### src/rtl/adc_reader_if.sv
// Pin and user-side signal bundle for the parallel ADC read controller.
interface adc_reader_if;
    logic       start;
    logic       auto_en;
    logic       adc_intn;
    logic [7:0] adc_d;
    logic       adc_csn;
    logic       adc_wrn;
    logic       adc_rdn;
    logic [7:0] data_out;
    logic       data_valid;
    logic       busy;
    logic       timeout_err;
    logic [7:0] led_out;

    // Board/user side: drives requests and the ADC pins, observes results.
    modport master (
        output start, auto_en, adc_intn, adc_d,
        input  adc_csn, adc_wrn, adc_rdn, data_out, data_valid, busy, timeout_err, led_out
    );

    // Controller side.
    modport slave (
        input  start, auto_en, adc_intn, adc_d,
        output adc_csn, adc_wrn, adc_rdn, data_out, data_valid, busy, timeout_err, led_out
    );
endinterface

### src/rtl/adc_reader.sv
// ADC0804-style read controller: start conversion, wait for INTR_n, read the
// data bus and present the sample with a one-cycle valid strobe.
module adc_reader #(
    parameter int unsigned WR_CYC      = 4,
    parameter int unsigned RD_CYC      = 4,
    parameter int unsigned TIMEOUT_CYC = 2000,
    parameter int unsigned PERIOD_CYC  = 5000
) (
    input  logic         clk,
    input  logic         rst,
    adc_reader_if.slave  bus
);

    localparam int unsigned CNT_MAX = (TIMEOUT_CYC > WR_CYC)
                                    ? ((TIMEOUT_CYC > RD_CYC) ? TIMEOUT_CYC : RD_CYC)
                                    : ((WR_CYC > RD_CYC) ? WR_CYC : RD_CYC);
    localparam int unsigned CNT_W   = $clog2(CNT_MAX + 1);
    localparam int unsigned PER_W   = $clog2(PERIOD_CYC + 1);

    typedef enum logic [2:0] {
        S_IDLE = 3'd0,
        S_WR   = 3'd1,
        S_WAIT = 3'd2,
        S_RD   = 3'd3,
        S_DONE = 3'd4
    } state_t;

    state_t             state_q, state_d;
    logic [CNT_W-1:0]   cnt_q, cnt_d;
    logic [PER_W-1:0]   per_q, per_d;
    logic               sync1_q, sync1_d;
    logic               sync2_q, sync2_d;
    logic               csn_q, csn_d;
    logic               wrn_q, wrn_d;
    logic               rdn_q, rdn_d;
    logic               busy_q, busy_d;
    logic [7:0]         data_q, data_d;
    logic               valid_q, valid_d;
    logic               terr_q, terr_d;
    logic [7:0]         led_q, led_d;
    logic               tick_c;
    logic               int_s;

    assign int_s = sync2_q;

    // Synchronizer and period counter next values; tick fires on the wrap.
    always_comb begin
        sync1_d = bus.adc_intn;
        sync2_d = sync1_q;
        tick_c  = bus.auto_en && (per_q == PER_W'(PERIOD_CYC - 1));
        per_d   = '0;
        if (bus.auto_en) begin
            per_d = tick_c ? '0 : per_q + PER_W'(1);
        end
    end

    // FSM state register and shared phase counter.
    always_ff @(posedge clk or posedge rst) begin
        if (rst) begin
            state_q <= S_IDLE;
            cnt_q   <= '0;
        end else begin
            state_q <= state_d;
            cnt_q   <= cnt_d;
        end
    end

    // Next-state logic; one conversion per IDLE exit even if start and tick coincide.
    always_comb begin
        state_d = state_q;
        cnt_d   = cnt_q;
        case (state_q)
            S_IDLE: begin
                cnt_d = '0;
                if (bus.start || tick_c) state_d = S_WR;
            end
            S_WR: begin
                if (cnt_q == CNT_W'(WR_CYC - 1)) begin
                    state_d = S_WAIT;
                    cnt_d   = '0;
                end else begin
                    cnt_d = cnt_q + CNT_W'(1);
                end
            end
            S_WAIT: begin
                if (!int_s) begin
                    state_d = S_RD;
                    cnt_d   = '0;
                end else if (cnt_q == CNT_W'(TIMEOUT_CYC - 1)) begin
                    state_d = S_IDLE;
                    cnt_d   = '0;
                end else begin
                    cnt_d = cnt_q + CNT_W'(1);
                end
            end
            S_RD: begin
                if (cnt_q == CNT_W'(RD_CYC - 1)) begin
                    state_d = S_DONE;
                    cnt_d   = '0;
                end else begin
                    cnt_d = cnt_q + CNT_W'(1);
                end
            end
            S_DONE: begin
                state_d = S_IDLE;
            end
            default: begin
                state_d = S_IDLE;
                cnt_d   = '0;
            end
        endcase
    end

    // Output values for the next cycle, decoded from the upcoming state so pins are glitch-free.
    always_comb begin
        csn_d   = !((state_d == S_WR) || (state_d == S_RD));
        wrn_d   = (state_d != S_WR);
        rdn_d   = (state_d != S_RD);
        busy_d  = (state_d != S_IDLE);
        data_d  = data_q;
        valid_d = 1'b0;
        terr_d  = terr_q;
        if ((state_q == S_RD) && (state_d == S_DONE)) begin
            data_d  = bus.adc_d;
            valid_d = 1'b1;
        end
        if ((state_q == S_WAIT) && (state_d == S_IDLE)) begin
            terr_d = 1'b1;
        end
        led_d = data_d;
    end

    // Registered outputs, synchronizer and period counter.
    always_ff @(posedge clk or posedge rst) begin
        if (rst) begin
            per_q   <= '0;
            sync1_q <= 1'b1;
            sync2_q <= 1'b1;
            csn_q   <= 1'b1;
            wrn_q   <= 1'b1;
            rdn_q   <= 1'b1;
            busy_q  <= 1'b0;
            data_q  <= '0;
            valid_q <= 1'b0;
            terr_q  <= 1'b0;
            led_q   <= '0;
        end else begin
            per_q   <= per_d;
            sync1_q <= sync1_d;
            sync2_q <= sync2_d;
            csn_q   <= csn_d;
            wrn_q   <= wrn_d;
            rdn_q   <= rdn_d;
            busy_q  <= busy_d;
            data_q  <= data_d;
            valid_q <= valid_d;
            terr_q  <= terr_d;
            led_q   <= led_d;
        end
    end

    assign bus.adc_csn     = csn_q;
    assign bus.adc_wrn     = wrn_q;
    assign bus.adc_rdn     = rdn_q;
    assign bus.busy        = busy_q;
    assign bus.data_out    = data_q;
    assign bus.data_valid  = valid_q;
    assign bus.timeout_err = terr_q;
    assign bus.led_out     = led_q;

endmodule
### src/flat_wrapper.sv
// flat-port wrapper written by rule: the top's interface ports become plain ports
module adc_reader_flat 
#(
    parameter int unsigned WR_CYC      = 4,
    parameter int unsigned RD_CYC      = 4,
    parameter int unsigned TIMEOUT_CYC = 2000,
    parameter int unsigned PERIOD_CYC  = 5000
)
  (clk, rst, bus_start, bus_auto_en, bus_adc_intn, bus_adc_d, bus_adc_csn, bus_adc_wrn, bus_adc_rdn, bus_data_out, bus_data_valid, bus_busy, bus_timeout_err, bus_led_out);
  adc_reader_if bus_i ();
  input  logic clk;
  input  logic rst;
  input wire logic [$bits(bus_i.start)-1:0] bus_start;
  input wire logic [$bits(bus_i.auto_en)-1:0] bus_auto_en;
  input wire logic [$bits(bus_i.adc_intn)-1:0] bus_adc_intn;
  input wire logic [$bits(bus_i.adc_d)-1:0] bus_adc_d;
  output wire logic [$bits(bus_i.adc_csn)-1:0] bus_adc_csn;
  output wire logic [$bits(bus_i.adc_wrn)-1:0] bus_adc_wrn;
  output wire logic [$bits(bus_i.adc_rdn)-1:0] bus_adc_rdn;
  output wire logic [$bits(bus_i.data_out)-1:0] bus_data_out;
  output wire logic [$bits(bus_i.data_valid)-1:0] bus_data_valid;
  output wire logic [$bits(bus_i.busy)-1:0] bus_busy;
  output wire logic [$bits(bus_i.timeout_err)-1:0] bus_timeout_err;
  output wire logic [$bits(bus_i.led_out)-1:0] bus_led_out;
  assign bus_i.start = bus_start;
  assign bus_i.auto_en = bus_auto_en;
  assign bus_i.adc_intn = bus_adc_intn;
  assign bus_i.adc_d = bus_adc_d;
  assign bus_adc_csn = bus_i.adc_csn;
  assign bus_adc_wrn = bus_i.adc_wrn;
  assign bus_adc_rdn = bus_i.adc_rdn;
  assign bus_data_out = bus_i.data_out;
  assign bus_data_valid = bus_i.data_valid;
  assign bus_busy = bus_i.busy;
  assign bus_timeout_err = bus_i.timeout_err;
  assign bus_led_out = bus_i.led_out;
  adc_reader #(.WR_CYC(WR_CYC), .RD_CYC(RD_CYC), .TIMEOUT_CYC(TIMEOUT_CYC), .PERIOD_CYC(PERIOD_CYC)) u_core (.clk(clk), .rst(rst), .bus(bus_i));
endmodule
### config.mk
export PLATFORM = sky130hd
export DESIGN_NAME = adc_reader_flat
export DESIGN_NICKNAME = d
export VERILOG_FILES = /design/src/rtl/adc_reader_if.sv /design/src/rtl/adc_reader.sv /design/src/flat_wrapper.sv
export SDC_FILE = /design/constraint.sdc
export NUM_CORES = 1
export LEC_CHECK = 0
export ABC_CLOCK_PERIOD_IN_PS = 2000
export CORE_MARGIN = 5
export CORE_UTILIZATION = 55
export CTS_BUF_LIST = sky130_fd_sc_hd__clkbuf_8
export CTS_CLUSTER_DIAMETER = 30
export DETAILED_ROUTE_END_ITERATION = 6
export PLACE_DENSITY = 0.79
export SLEW_MARGIN = 20
export SYNTH_ARGS = -nofsm -noshare
export SYNTH_HDL_FRONTEND = slang
export SYNTH_SLANG_ARGS = --single-unit
### constraint.sdc
create_clock -name clk -period 2 [get_ports clk]
set_input_delay 0.3 -clock clk [delete_from_list [all_inputs] [get_ports clk]]
set_output_delay 0.3 -clock clk [all_outputs]
set_load 0.02 [all_outputs]
==> metrics.log, run 1 <==
[metrics] outcome: completed
[metrics] Chip Width: approximately 72 um
[metrics] min cycle time layout: 1.84 ns
[metrics] number of hold violations in the final report: 0
[metrics] HP Class: reg -> reg
[metrics] synth unique cells: 44
[metrics] power density relative to cell area: 1210 nW/um^2
[metrics] Critical Path Source Type: flip-flop
[metrics] depth of the worst register-to-register path: 5
[metrics] number of buffers added to fix hold violations after cts: 0
[metrics] sequential standard cell area: 1080 um^2
[metrics] clock skew: roughly 0.0031 ns
[metrics] worst-case headroom to the max-slew limit: between 60% and 70%
[metrics] fraction of final layout cells sized beyond drive strength 1: 10.8%
[metrics] proportion of register bits with asynchronous set or reset after synthesis: 100%
[metrics] clock insertion delay at the later pin of the skew report: around 0.29 ns
[metrics] reg-to-reg startpoint: u_core.cnt_q[0]
[metrics] signal arrival time at the worst endpoint: 2.01 ns
[metrics] Avg Synthesized Cell Area: 10.3 um^2
[metrics] Root Driver: sky130_fd_sc_hd__clkbuf_8
[metrics] Avg WL per Cell: about 15 um
[metrics] dpl hpwl: approximately 3.1 mm
[metrics] number of placed I/O pins: 35
[metrics] slowest cell delay on critical path: ~0.4 ns
[metrics] setup repair bufs after CTS: 0
[metrics] final core utilization: a little over two thirds
[metrics] required time of the critical path: about 2.2 ns
[metrics] reg-to-reg critical path endpoint: u_core.bus.data_out[4]
[metrics] post-synthesis to final-layout area growth: 21.3%
[metrics] count of flip-flops with a built-in enable after synthesis: 0
[metrics] initial antenna violation count: 0
[metrics] hold-critical path endpoint: u_core.int_s
[metrics] number of buffer cells added on primary ports: 34
[metrics] number of setup violations in the final report: 0
[metrics] cell breakdown of the critical path: ha_2 -> nor4b_2 -> and3_1 -> nand3_2 -> mux2_1
[metrics] wire length of the first global-routing pass: between 7 and 8 mm
[metrics] IR drop worst, VDD: approximately 550 uV
[metrics] filler instances: 299
[metrics] sequential area share after synthesis: around 51%
[metrics] count of vias placed by the detailed router: around 1600
[metrics] actual slew at the worst max-slew pin: approximately 0.53 ns
[metrics] level count of the clock H-tree: 2
[metrics] Pleak: between 0.001 and 0.0015 uW
[metrics] non-filler cells in the finished layout: ~290
[metrics] total clock sinks: 43
[metrics] area taken by multi-input logic gates: 927 um^2
[metrics] number of global-route vias before repair: approximately 1600
[metrics] nets: between 200 and 300
[metrics] clock-pin slew on the worst setup and hold paths: 0.08 ns
[metrics] highest-delay cell along the critical path: sky130_fd_sc_hd__dfrtp_1
[metrics] overall routed net length: between 4 and 5 mm
[metrics] yosys synthesis warning count: 0
[metrics] DRT antenna net count: 0
[metrics] area of the die: 5200 um^2
[metrics] setup slack, reg-to-reg: approximately 0.16 ns
[metrics] Power Total: ~3100 uW
[metrics] cts bufs inserted: 5
[metrics] GRT Util Overall: 18.0%
[metrics] maximum fanout encountered on the critical timing path: 8
[metrics] initial cell density of the core: between 50 and 60%
[metrics] share of the clock period used by the worst path: ~92%
[metrics] critical hold path startpoint: u_core.sync1_q
[metrics] critical setup path kind: reg -> reg
[metrics] synthesis-stage register bit count: 43
[metrics] vertical die dimension: about 72 um
[metrics] mapped cell area: about 2100 um^2
[metrics] Max Freq: between 500 and 600 MHz
[metrics] cell count after synthesis: between 200 and 250
[metrics] number of placement rows: 22
[metrics] syn nets: 221
[metrics] max-slew violations: 0
[metrics] delay-heaviest family, CP: simple AND/OR/NAND/NOR gates
[metrics] core outline area: roughly 3700 um^2
[metrics] critical path buffer and inverter count: 0
[metrics] last weighted congestion value of the routability-driven placer: 0.840
[metrics] Critical Path End Type: flip-flop
[metrics] largest net degree at the start of global routing: 44
[metrics] post-detailed-route DRC marker count: 0
[metrics] Sum Neg Setup Slack: 0 ns
[metrics] worst hold slack: between 0.3 and 0.4 ns
[metrics] Max Cap Viol: 0
[metrics] most frequently used flop master after synthesis: sky130_fd_sc_hd__dfrtp_1
[metrics] detail-routed via count per cell: approximately 5.7
[metrics] cell total after placement: 280
[metrics] number of design-rule violations left by the first detailed-router iteration: 69
[metrics] CTS tree: built
[metrics] iteration count of the initial detailed-routing pass: 4
[metrics] number of antenna diodes: 0
[metrics] number of cells traversed by the worst hold path: 0
[metrics] maximum clock path buffer count: 2
[metrics] gr ovfl total: 0
layout by cell type, fill, tap and decap left out, drive strengths merged, types with 6 or more instances in the layout:
master	n
clkdlybuf4s50	34
mux2	8
buf	8
nand2	16
nand4	9
xor2	10
nor3	6
nand3	8
nor2	23
and3	6
dfrtp	38
o21ai	12
synthesized netlist by cell type, types with 2 or more instances:
cell | count | share of area (%)
sky130_fd_sc_hd__nor3_1 | 6 | 1.4
sky130_fd_sc_hd__mux2_1 | 8 | 4.3
sky130_fd_sc_hd__and3_1 | 6 | 1.8
sky130_fd_sc_hd__a21oi_1 | 5 | 1.2
sky130_fd_sc_hd__o21ai_1 | 4 | 0.94
sky130_fd_sc_hd__nor2b_1 | 2 | 0.59
sky130_fd_sc_hd__or3_1 | 2 | 0.59
sky130_fd_sc_hd__buf_2 | 2 | 0.47
sky130_fd_sc_hd__dfstp_2 | 5 | 6.2
sky130_fd_sc_hd__a41o_1 | 2 | 0.94
sky130_fd_sc_hd__inv_1 | 4 | 0.71
sky130_fd_sc_hd__dfrtp_1 | 38 | 45
sky130_fd_sc_hd__nor4_1 | 2 | 0.59
sky130_fd_sc_hd__ha_1 | 2 | 1.2
sky130_fd_sc_hd__and4_1 | 3 | 1.2
sky130_fd_sc_hd__and2_1 | 3 | 0.89
sky130_fd_sc_hd__nand2_1 | 16 | 2.8
sky130_fd_sc_hd__buf_4 | 9 | 3.2
sky130_fd_sc_hd__o22ai_1 | 2 | 0.59
sky130_fd_sc_hd__o21ai_0 | 8 | 1.9
sky130_fd_sc_hd__xnor2_1 | 3 | 1.2
sky130_fd_sc_hd__o211ai_1 | 2 | 0.71
sky130_fd_sc_hd__nand3_1 | 7 | 1.7
sky130_fd_sc_hd__nor3b_1 | 2 | 0.71
sky130_fd_sc_hd__nor2_1 | 23 | 4.1
sky130_fd_sc_hd__nand4_1 | 9 | 2.7
sky130_fd_sc_hd__xor2_1 | 10 | 4.1
sky130_fd_sc_hd__a31oi_1 | 2 | 0.59
sky130_fd_sc_hd__clkbuf_1 | 4 | 0.71
cells by family (layout without fill, tap and decap cells):
family,after synthesis,in the layout,share of synthesized area (%)
flip-flops,43,43,51.1
XOR/XNOR,13,13,5.37
multiplexers,9,9,4.72
adder cells (fa/ha/maj),2,2,1.18
buffers and inverters,20,54,5.61
AO/OA/AOI/OAI,29,29,8.44
AND/OR/NAND/NOR,90,90,23.6
state kept, by name (all words and copies together) (netlist names):
signal and cells:
u_core.bus.data_out 8, u_core.bus.busy 1, u_core.bus.adc_csn 1, u_core.bus.timeout_err 1
u_core.int_s 1, u_core.cnt_q 11, u_core.state_q 3, u_core.per_q 13
u_core.bus.data_valid 1, u_core.bus.adc_rdn 1, u_core.bus.adc_wrn 1, u_core.sync1_q 1
layout make-up:
cell class                 count  area share (%)
clock buffer                   5            2.68
clock inverter                 3           0.633
inverter                       4           0.584
multi-input combinational    143            36.1
sequential                    43            42.1
tap                           48            2.34
timing repair buffer          42            15.6
how the worst max path moves through the flow:
stage | from | to | cells past startpoint
after floorplan | u_core.cnt_q[0] | u_core.bus.data_out[0] | 6
after global placement | u_core.cnt_q[0] | u_core.bus.data_out[4] | 5
after detailed placement | u_core.cnt_q[0] | u_core.bus.data_out[1] | 5
after CTS | u_core.cnt_q[0] | u_core.bus.data_out[1] | 5
after global routing | u_core.cnt_q[0] | u_core.bus.data_out[3] | 5
final | u_core.cnt_q[0] | u_core.bus.data_out[4] | 5
stage by stage:
step,instance area (um^2),worst slack [ns]
floorplan,2120,0.202
global placement,2480,0.133
detailed placement,2480,0.0961
CTS,2560,0.0544
global route,2570,-0.0117
finish,2570,0.165
where the power goes:
part / total (uW) / internal (uW) / leakage [uW] / switching [uW]
Clock: 533 / 239 / 0.0000453 / 294
Sequential: 1240 / 1080 / 0.000546 / 159
Combinational: 1330 / 648 / 0.000495 / 677
Total: 3100 / 1970 / 0.00109 / 1130
metal layers:
| metal | wire length (um) | global-route usage, % | up-vias |
|---|---|---|---|
| li1 | - | - | 786 |
| met1 | 1990 | 23.8 | 804 |
| met2 | 2020 | 28.8 | 46 |
| met3 | 258 | 4.43 | 6 |
| met4 | 57 | 6.47 | 0 |
| met5 | 0 | 0 | - |
timing repair:
| action | in CTS | in global routing |
|---|---|---|
| endpoints found under the setup margin | 0 | 14 |
| hold endpoints to repair | 0 | 0 |
| gates resized for setup | 0 | 2 |
(Power assumes the default switching activity.)
==> run 2, diff against run 1 <==
--- a/config.mk
+++ b/config.mk
@@ -6,7 +6,7 @@
 export NUM_CORES = 1
 export LEC_CHECK = 0
 export ABC_CLOCK_PERIOD_IN_PS = 2000
-export CORE_MARGIN = 5
+export CORE_MARGIN = 2
 export CORE_UTILIZATION = 55
 export CTS_BUF_LIST = sky130_fd_sc_hd__clkbuf_8
 export CTS_CLUSTER_DIAMETER = 30
==> run 2 against run 1 <==
Clock skew up 0.0032 ns. Count of clock-buffer cells in the layout unchanged. Global-route usage up 3.5 points. Critical path depth is 1 lower. Combinational power about the same. Sequential power barely moved.
==> metrics.log, run 2 (synthesis results as in run 1) <==
[metrics] wire length of the first global-routing pass: 7.09 mm (was 7.55 mm)
[metrics] NetSw: 1100 uW (was 1130 uW)
[metrics] standard cell area after detailed placement: 2480 um^2 (unchanged)
[metrics] number of design-rule violations left by the first detailed-router iteration: 108 (was 69)
[metrics] Critical Path End Type: flip-flop (unchanged)
[metrics] number of placement rows: 22 (unchanged)
[metrics] largest net degree at the start of global routing: 44 (unchanged)
[metrics] GRT Util Overall: 21.5% (was 18.0%)
[metrics] outcome: completed (unchanged)
[metrics] signal arrival time at the worst endpoint: 2.00 ns (was 2.01 ns)
[metrics] cell breakdown of the critical path: nor4_2 -> and3_1 -> nand3_2 -> mux2_1 (was ha_2 -> nor4b_2 -> and3_1 -> nand3_2 -> mux2_1)
[metrics] power density relative to cell area: 1230 nW/um^2 (was 1210 nW/um^2)
[metrics] actual slew at the worst max-slew pin: 0.519 ns (was 0.528 ns)
[metrics] maximum fanout encountered on the critical timing path: 8 (unchanged)
[metrics] clock skew: 0.00631 ns (was 0.00312 ns)
[metrics] switching part of the total power: 34.5% (was 36.5%)
[metrics] highest-delay cell along the critical path: sky130_fd_sc_hd__dfrtp_1 (unchanged)
[metrics] cts bufs inserted: 5 (unchanged)
[metrics] detail-routed via count per cell: 5.65 (was 5.70)
[metrics] number of antenna diodes: 0 (unchanged)
[metrics] initial antenna violation count: 0 (unchanged)
[metrics] core outline area: 3690 um^2 (unchanged)
[metrics] clock insertion delay at the later pin of the skew report: 0.29 ns (about the same)
[metrics] IR drop worst, VDD: 732 uV (was 547 uV)
[metrics] commonest non-fill, non-tap cells in the layout: sky130_fd_sc_hd__dfrtp_1 (38), sky130_fd_sc_hd__clkdlybuf4s50_1 (34), sky130_fd_sc_hd__nor2_1 (23) (unchanged)
[metrics] DRT antenna net count: 0 (unchanged)
[metrics] Sum Neg Setup Slack: 0 ns (unchanged)
[metrics] number of global-route vias before repair: 1560 (was 1634)
[metrics] worst hold slack: 0.361 ns (was 0.360 ns)
[metrics] fraction of final layout cells sized beyond drive strength 1: 10.4% (was 10.8%)
[metrics] number of setup violations in the final report: 0 (unchanged)
[metrics] min cycle time layout: 1.82 ns (was 1.84 ns)
[metrics] worst-case headroom to the max-slew limit: 65.4% (was 64.8%)
[metrics] Root Driver: sky130_fd_sc_hd__clkbuf_8 (unchanged)
[metrics] Power Total: 3190 uW (was 3100 uW)
[metrics] dpl hpwl: 2.91 mm (was 3.14 mm)
[metrics] gr ovfl total: 0 (unchanged)
[metrics] cell-internal power: 2090 uW (was 1970 uW)
[metrics] most common cell after layout, fill and taps aside: sky130_fd_sc_hd__dfrtp_1 (unchanged)
[metrics] Critical Path Source Type: flip-flop (unchanged)
[metrics] initial cell density of the core: 57.5% (unchanged)
[metrics] iteration count of the initial detailed-routing pass: 4 (unchanged)
[metrics] nets: 254 (unchanged)
[metrics] required time of the critical path: 2.17 ns (was 2.18 ns)
[metrics] number of flip-flops under the largest register name: 13 (unchanged)
[metrics] post-synthesis to final-layout area growth: 22.4% (was 21.3%)
[metrics] number of placed I/O pins: 35 (unchanged)
[metrics] total clock sinks: 43 (unchanged)
[metrics] maximum clock path buffer count: 2 (unchanged)
[metrics] setup slack, reg-to-reg: 0.18 ns (was 0.16 ns)
[metrics] overall routed net length: 4.11 mm (was 4.32 mm)
[metrics] Max Freq: 548 MHz (was 545 MHz)
[metrics] met3 track utilization from global routing: 6.13% (was 4.43%)
[metrics] HP Class: reg -> reg (unchanged)
[metrics] critical path buffer and inverter count: 0 (unchanged)
[metrics] delay-heaviest family, CP: simple AND/OR/NAND/NOR gates (unchanged)
[metrics] final core utilization: 70.4% (was 69.7%)
[metrics] register ranked first by flip-flop count: u_core.per_q (unchanged)
[metrics] clock-pin slew on the worst setup and hold paths: 0.08 ns (about the same)
[metrics] grt met2 use: 33.6% (was 28.8%)
[metrics] CTS tree: built (unchanged)
[metrics] Clk network pwr share: 20.1% (was 17.2%)
[metrics] last weighted congestion value of the routability-driven placer: 0.856 (was 0.840)
[metrics] Most Used Layer, Global Route: met2 (unchanged)
[metrics] count of vias placed by the detailed router: 1628 (was 1642)
[metrics] vertical die dimension: 66.1 um (was 72.1 um)
[metrics] Avg WL per Cell: 14.3 um (was 15.0 um)
[metrics] Chip Width: 66.1 um (was 72.1 um)
[metrics] part of the power in registers: 39.1% (was 40.0%)
[metrics] critical setup path kind: reg -> reg (unchanged)
[metrics] setup repair after global routing missed its margin: no
[metrics] post-detailed-route DRC marker count: 0 (unchanged)
[metrics] final standard cell area without fillers: 2590 um^2 (was 2570 um^2)
[metrics] part of the total power dissipated in combinational logic: 40.8% (was 42.8%)
[metrics] share of the clock period used by the worst path: 91.2% (was 91.8%)
[metrics] number of buffer cells added on primary ports: 34 (unchanged)
[metrics] global routing met1 resource utilization: 28.4% (was 23.8%)
[metrics] level count of the clock H-tree: 2 (unchanged)
[metrics] Max Cap Viol: 0 (unchanged)
[metrics] filler instances: 283 (was 299)
[metrics] number of hold violations in the final report: 0 (unchanged)
[metrics] Pleak: 0.00110 uW (was 0.00109 uW)
[metrics] max-slew violations: 0 (unchanged)
[metrics] area of the die: 4370 um^2 (was 5200 um^2)
[metrics] slowest cell delay on critical path: 0.47 ns (was 0.40 ns)
[run 2: changes by cell type in the layout (fill, tap and decap cells not counted)]
cell	before	now
sky130_fd_sc_hd__bufinv_16	0	1
sky130_fd_sc_hd__ha_1	1	2
sky130_fd_sc_hd__clkinv_2	1	0
sky130_fd_sc_hd__inv_1	5	6
sky130_fd_sc_hd__clkinvlp_4	1	0
sky130_fd_sc_hd__a221oi_1	1	0
sky130_fd_sc_hd__ha_2	1	0
sky130_fd_sc_hd__a221oi_2	0	1
[run 2: final timing paths]
check	startpoint	to	depth (start not counted)
worst max-delay path	u_core.cnt_q[3]	u_core.bus.data_out[2]	4
worst min-delay path	u_core.sync1_q	u_core.int_s	0
worst max register to register	u_core.cnt_q[3]	u_core.bus.data_out[2]	4
worst min register to register	u_core.sync1_q	u_core.int_s	0
max in group asynchronous	rst	u_core.bus.adc_rdn	3
min in group asynchronous	rst	u_core.per_q[12]	3
[run 2: area by class of cell]
type                    instances  area [um^2]  area share (%)
multi-input cells             143          931            35.9
well taps                      48         60.1            2.31
clock inverters                 3         37.5            1.45
repair buffers                 42          400            15.4
inverters                       4         15.0           0.579
flip-flops and latches         43         1080            41.7
clock buffers                   5         68.8            2.65
[run 2: repair_timing]
action	4_1_cts	5_1_grt
setup buffers	0	0
hold buffers	0	0
resized for setup	0	2
setup endpoints to repair	0	9
[run 2: stage by stage]
stage,std cells,setup WS [ns]
final,288,0.177
after global routing,288,0.00430
after CTS,288,0.0918
after detailed placement,280,0.164
after global placement,280,0.200
after floorplan,206,0.202
[run 2: worst reg2reg max path, stage by stage (launching register included)]
cell                      delay [ns]
sky130_fd_sc_hd__dfrtp_1        0.47
sky130_fd_sc_hd__nor4_2         0.39
sky130_fd_sc_hd__and3_1         0.26
sky130_fd_sc_hd__nand3_2        0.21
sky130_fd_sc_hd__mux2_1         0.38
[run 2: metal layers]
| layer | routed length, um | up-vias |
|---|---|---|
| met4 | 69 | 0 |
| met1 | 1930 | 790 |
| met2 | 1930 | 44 |
| met3 | 191 | 7 |
| met5 | 0 | - |
| li1 | - | 787 |
[run 2: power groups by stage]
stage	combinational (uW)	sequential (uW)	clock (uW)
floorplan	691	1380	0
global placement	1270	1250	0
detailed placement	1300	1260	0
CTS	1300	1250	653
global route	1410	1280	702
finish	1300	1250	640
